[config.mk]
export PLATFORM = sky130hd
export DESIGN_NAME = obstacle_spawn_timer_flat
export DESIGN_NICKNAME = d
export VERILOG_FILES = /design/src/rtl/obstacle_spawn_timer_pkg.sv /design/src/rtl/obstacle_spawn_timer_if.sv /design/src/rtl/obstacle_spawn_timer_gap_counter.sv /design/src/rtl/obstacle_spawn_timer.sv /design/src/flat_wrapper.sv
export SDC_FILE = /design/constraint.sdc
export NUM_CORES = 1
export LEC_CHECK = 0
export ABC_AREA = 1
export CAP_MARGIN = 20
export CORE_MARGIN = 5
export CORE_UTILIZATION = 40
export DETAILED_ROUTE_END_ITERATION = 10
export HOLD_SLACK_MARGIN = 0.1
export PLACE_DENSITY = 0.64
export SLEW_MARGIN = 20
export SYNTH_ARGS = -nofsm -noshare
export SYNTH_HDL_FRONTEND = slang
export SYNTH_SLANG_ARGS = --single-unit
[constraint.sdc]
create_clock -name clk -period 2.4 [get_ports clk]
set_input_delay 0.36 -clock clk [delete_from_list [all_inputs] [get_ports clk]]
set_output_delay 0.36 -clock clk [all_outputs]
set_load 0.01 [all_outputs]
[src/rtl/obstacle_spawn_timer_pkg.sv]
// Shared types and default widths for the obstacle spawn timer slice.
package obstacle_spawn_pkg;

    localparam int unsigned DEF_RND_W     = 4;
    localparam int unsigned DEF_FILL_BITS = 4;
    localparam int unsigned DEF_GAP_W     = DEF_RND_W + DEF_FILL_BITS;
    localparam int unsigned STATS_W       = 16;

    typedef enum logic [1:0] {
        IDLE,
        LOAD,
        COUNT,
        SPAWN
    } state_t;

endpackage

[src/rtl/obstacle_spawn_timer_if.sv]
// Spawn request handshake between the timer (master) and obstacle/render logic (slave).
interface obstacle_spawn_timer_if
    import obstacle_spawn_pkg::*;
#(
    parameter int unsigned GAP_W = DEF_GAP_W
);
    logic             spawn_valid;
    logic             spawn_ready;
    logic [GAP_W-1:0] spawn_gap;

    modport master (output spawn_valid, output spawn_gap, input spawn_ready);
    modport slave  (input spawn_valid, input spawn_gap, output spawn_ready);
endinterface

[src/rtl/obstacle_spawn_timer_gap_counter.sv]
// Loadable frame-gap down-counter; load has priority over decrement.
module spawn_gap_counter #(
    parameter int unsigned W = 8
) (
    input  logic         clk,
    input  logic         reset,
    input  logic         load,
    input  logic [W-1:0] load_val,
    input  logic         dec,
    output logic [W-1:0] value,
    output logic         is_one
);
    always_ff @(posedge clk or negedge reset) begin
        if (!reset) begin
            value <= '0;
        end else if (load) begin
            value <= load_val;
        end else if (dec) begin
            value <= value - W'(1);
        end
    end

    assign is_one = (value == W'(1));
endmodule

[src/rtl/obstacle_spawn_timer.sv]
// Obstacle spawn timer: loads a {rnd,1..1} frame gap, counts frames, then offers a spawn request.
// Optional SPAWN_STATS_EN adds saturating accepted-spawn and stall-cycle counters.
module obstacle_spawn_timer
    import obstacle_spawn_pkg::*;
#(
    parameter int unsigned RND_W     = DEF_RND_W,
    parameter int unsigned FILL_BITS = DEF_FILL_BITS,
    parameter int unsigned GAP_W     = RND_W + FILL_BITS
) (
    input  logic                  clk,
    input  logic                  reset,
    input  logic                  game_run,
    input  logic                  frame_tick,
    input  logic [RND_W-1:0]      rnd,
    output logic                  rnd_step,
    obstacle_spawn_timer_if.master spawn
`ifdef SPAWN_STATS_EN
    ,
    output logic [STATS_W-1:0]    spawn_count,
    output logic [STATS_W-1:0]    stall_count
`endif
);
    state_t           state_q, state_d;
    logic             rnd_step_q, valid_q;
    logic [GAP_W-1:0] gap_q, load_val, cnt_value;
    logic             cnt_load, cnt_dec, cnt_is_one;

    assign load_val = {rnd, {FILL_BITS{1'b1}}};

    spawn_gap_counter #(.W(GAP_W)) u_cnt (
        .clk      (clk),
        .reset    (reset),
        .load     (cnt_load),
        .load_val (load_val),
        .dec      (cnt_dec),
        .value    (cnt_value),
        .is_one   (cnt_is_one)
    );

    always_comb begin
        state_d  = state_q;
        cnt_load = 1'b0;
        cnt_dec  = 1'b0;
        // game_run low overrides ticks and ready in every state
        if (!game_run) begin
            state_d = IDLE;
        end else begin
            case (state_q)
                IDLE:  state_d = LOAD;
                LOAD: begin
                    cnt_load = 1'b1;
                    state_d  = COUNT;
                end
                COUNT: begin
                    if (frame_tick) begin
                        cnt_dec = 1'b1;
                        if (cnt_is_one) state_d = SPAWN;
                    end
                end
                SPAWN: if (spawn.spawn_ready) state_d = LOAD;
                default: state_d = IDLE;
            endcase
        end
    end

    // Outputs are registered from the next state so they align with the state they describe
    always_ff @(posedge clk or negedge reset) begin
        if (!reset) begin
            state_q    <= IDLE;
            rnd_step_q <= 1'b0;
            valid_q    <= 1'b0;
            gap_q      <= '0;
        end else begin
            state_q    <= state_d;
            rnd_step_q <= (state_d == LOAD);
            valid_q    <= (state_d == SPAWN);
            if (cnt_load) gap_q <= load_val;
        end
    end

    always_ff @(posedge clk) begin
        if (reset && state_q == COUNT) assert (cnt_value != '0);
    end

    assign rnd_step          = rnd_step_q;
    assign spawn.spawn_valid = valid_q;
    assign spawn.spawn_gap   = gap_q;

`ifdef SPAWN_STATS_EN
    always_ff @(posedge clk or negedge reset) begin
        if (!reset) begin
            spawn_count <= '0;
            stall_count <= '0;
        end else begin
            if (state_q == SPAWN && game_run && spawn.spawn_ready && spawn_count != '1)
                spawn_count <= spawn_count + STATS_W'(1);
            if (state_q == SPAWN && !spawn.spawn_ready && stall_count != '1)
                stall_count <= stall_count + STATS_W'(1);
        end
    end
`endif
endmodule

[src/flat_wrapper.sv]
// flat-port wrapper written by rule: the top's interface ports become plain ports
module obstacle_spawn_timer_flat import obstacle_spawn_pkg::*;
#(
    parameter int unsigned RND_W     = DEF_RND_W,
    parameter int unsigned FILL_BITS = DEF_FILL_BITS,
    parameter int unsigned GAP_W     = RND_W + FILL_BITS
)
  (clk, reset, game_run, frame_tick, rnd, rnd_step, spawn_spawn_valid, spawn_spawn_gap, spawn_spawn_ready);
  obstacle_spawn_timer_if #(.GAP_W(GAP_W)) spawn_i ();
  input  logic clk;
  input  logic reset;
  input  logic game_run;
  input  logic frame_tick;
  input  logic [RND_W-1:0] rnd;
  output logic rnd_step;
  output wire logic [$bits(spawn_i.spawn_valid)-1:0] spawn_spawn_valid;
  output wire logic [$bits(spawn_i.spawn_gap)-1:0] spawn_spawn_gap;
  input wire logic [$bits(spawn_i.spawn_ready)-1:0] spawn_spawn_ready;
  assign spawn_spawn_valid = spawn_i.spawn_valid;
  assign spawn_spawn_gap = spawn_i.spawn_gap;
  assign spawn_i.spawn_ready = spawn_spawn_ready;
  obstacle_spawn_timer #(.RND_W(RND_W), .FILL_BITS(FILL_BITS), .GAP_W(GAP_W)) u_core (.clk(clk), .reset(reset), .game_run(game_run), .frame_tick(frame_tick), .rnd(rnd), .rnd_step(rnd_step), .spawn(spawn_i));
endmodule
==> flow_metrics.env <==
export IMPL_status="finished clean"
export IMPL_fin_worst_skew_ns=0.003908
export IMPL_crit_path_max_incr_delay_ns=0.56
export IMPL_rows=17
export IMPL_slew_headroom_pct=50.43
export IMPL_clockBufferDepth=2
export IMPL_coreArea_um2=2191
export IMPL_critical_path_required_ns=2.04
export IMPL_setup_viol=0
export IMPL_synth_seq_area_share_pct=47.03
export IMPL_instances_no_fill=162
export IMPL_crit_family="buffers and inverters"
export IMPL_grt_usage_pct=11.77
export IMPL_min_path_type="reg2reg"
export IMPL_grt_pass1_vias=710
export IMPL_drive_above_1_share_pct=9.701
export IMPL_drtAntennaViolNets=0
export IMPL_fin_util_pct=50.77
export IMPL_drt_initial_drc_count=25
export IMPL_layout_nets=146
export IMPL_dpl_hpwl_mm=1.382
export IMPL_fmax_mhz=622.5
export IMPL_fin_area_um2=1112
export IMPL_drtPass1Iterations=4
export IMPL_path_clk_slew_ns=0.09
export IMPL_antenna_cells=0
export IMPL_synth_seq_cells=17
export IMPL_root_buffer="clkbuf_4"
export IMPL_worst_pin_slew_ns=0.7412
export IMPL_power_density_nw_per_um2=766.8
export IMPL_final_hold_viol_count=0
export IMPL_area_delta_synth_final_pct=22.96
export IMPL_fin_crit_sh_pct=66.94
export IMPL_cts_tree="built"
export IMPL_drv_slew=0
export IMPL_drv_cap=0
export IMPL_numCtsBuffers=3
export IMPL_port_buffer_count=18
export IMPL_dp_cells=158
export IMPL_synth_cell_types=19
export IMPL_cp_slowest_cell="clkdlybuf4s50_1"
export IMPL_die_w_um=57.56
export IMPL_cts_hold_buf=0
export IMPL_crit_fanout=5
export IMPL_yosysWarnings=0
export IMPL_min_period_ns=1.607
export IMPL_antenna_found_initial=0
export IMPL_syn_inst=116
export IMPL_cts_sinks=17
export IMPL_worst_setup_path_end_kind="primary output"
export IMPL_grt_pass1_wl_mm=3.056
export IMPL_dominantRegCellSynth="dfrtp_1"
export IMPL_ioPinCount=19
export IMPL_use_met2_pct=19.68
export IMPL_rsz0062_at_grt="false"
export IMPL_crit_chain="clkdlybuf4s50_1"
export IMPL_die_area_um2=3313
export IMPL_cts_setup_buffers=0
export IMPL_worstPathArrival_ns=1.25
export IMPL_start_util_pct=41.29
export IMPL_grt_use_met3_pct=2.715
export IMPL_drc=0
export IMPL_drt_vias_per_instance=4.747
export IMPL_synth_edf_count=0
export IMPL_cts_resized=0
export IMPL_h_tree_depth=1
export IMPL_ir_worst_vdd_v=0.0003264
export IMPL_path_class="reg2out"
export IMPL_num_vias=769
export IMPL_die_h_um=57.56
export IMPL_grt_overflow=0
export IMPL_worstSetupStartpointType="flop"
export IMPL_grt_max_degree=20
export IMPL_syn_avg_cell_area_um2=7.798
export IMPL_critPathBufInv=1
export IMPL_clock_latency_ns=0.28
export IMPL_syn_nets=127
export IMPL_async_flop_share_pct=100.0
export IMPL_placed_cell_area_um2=1086
export IMPL_top_usage_layer="met2"
export IMPL_cellLeakagePower_nw=0.5474
export IMPL_syn_cell_area_um2=904.6
export IMPL_routabilityCongestion=0.8294
export IMPL_tns_ns=0
export IMPL_avgRoutedWirePerCell_um=10.86
export IMPL_wirelength_mm=1.760
export IMPL_grtUsageMet1_pct=14.80
==> final cells by class <==
cell class / count / area (um^2)
Tap cell: 28 / 35.03
Fill cell: 207 / 1079
Inverter: 19 / 71.32
Multi-Input combinational cell: 76 / 374.1
Sequential cell: 17 / 425.4
Clock buffer: 4 / 26.28
Timing Repair Buffer: 18 / 180.2
==> state kept, by name, summed over array words and instances (netlist names) <==
name / flops
u_core.rnd_step: 1
u_core.spawn.spawn_gap: 5
u_core.spawn.spawn_valid: 1
u_core.state_q: 2
u_core.u_cnt.value: 8
==> routing by layer <==
layer | wire length [um] | vias up
met1 | 872 | 351
met4 | 20 | 0
met3 | 77 | 4
met5 | 0 | -
li1 | - | 399
met2 | 790 | 15
==> worst reg2reg max path: stages, from the launching register on <==
cell     delay [ns]
dfrtp_1        0.41
inv_1          0.11
ha_1           0.20
inv_1          0.08
nor3_1         0.21
nand2_1        0.08
nand3_1        0.07
nand3_1        0.06
==> cell families (layout without fill, tap and decap cells) <==
logic type | Yosys count | after routing | synth area share, %
buffers and inverters | 23 | 41 | 11.62
AO/OA/AOI/OAI | 14 | 14 | 9.268
AND/OR/NAND/NOR | 60 | 60 | 29.32
flip-flops | 17 | 17 | 47.03
adder cells (fa/ha/maj) | 2 | 2 | 2.766
==> final timing paths <==
check	start	endpoint	slack [ns]	cells after the start
setup / recovery	u_core.spawn.spawn_gap[3]$_DFFE_PN0P_	spawn_spawn_gap[1]	0.79	1
hold / removal	u_core.spawn.spawn_gap[4]$_DFFE_PN0P_	u_core.spawn.spawn_gap[4]$_DFFE_PN0P_	0.49	2
setup reg to reg	u_core.u_cnt.value[1]$_DFFE_PN0P_	u_core.u_cnt.value[4]$_DFFE_PN0P_	1.07	7
hold reg to reg	u_core.spawn.spawn_gap[4]$_DFFE_PN0P_	u_core.spawn.spawn_gap[4]$_DFFE_PN0P_	0.49	2
max in group asynchronous	reset	u_core.state_q[1]$_DFF_PN0_	1.43	1
min in group asynchronous	reset	u_core.spawn.spawn_gap[6]$_DFFE_PN0P_	0.51	1
==> synthesized netlist by cell type, types with 2 or more instances <==
| master | instances | area, um^2 |
|---|---|---|
| dfrtp_1 | 17 | 425.4 |
| nand2_1 | 18 | 67.56 |
| nand3_1 | 15 | 75.07 |
| a21oi_1 | 4 | 20.02 |
| inv_1 | 16 | 60.06 |
| o21ai_0 | 6 | 30.03 |
| buf_4 | 3 | 22.52 |
| ha_1 | 2 | 25.02 |
| inv_2 | 3 | 11.26 |
| nand4_1 | 2 | 12.51 |
| nor2_1 | 20 | 75.07 |
| o21ai_2 | 3 | 26.28 |
==> through the flow <==
step / power (mW) / hold WS [ns] / setup slack (ns)
3_5_place_dp: 0.7137 / 0.4665 / 0.5935
6_report: 0.8529 / 0.4851 / 0.7935
4_1_cts: 0.8635 / 0.4906 / 0.7680
2_1_floorplan: 0.5971 / 0.06441 / 1.230
5_1_grt: 0.9318 / 0.5022 / 0.7054
3_3_place_gp: 0.7112 / 0.4583 / 0.6362
==> layout by cell type, fill, tap and decap left out, drive strengths merged <==
master and instances:
nand2 20, clkbuf 4, nor3 1, dfrtp 17, o211ai 1, o21ai 9
ha 2, or2 1, nor2 21, inv 19, a21oi 4, clkdlybuf4s50 18
nand4 2, nand3 15
==> power by group <==
part	switching (mW)	internal, mW	total (mW)
clock	0.0842	0.0645	0.149
sequential	0.0671	0.361	0.428
combinational	0.145	0.131	0.276
Power figures use the tool's default switching activity.
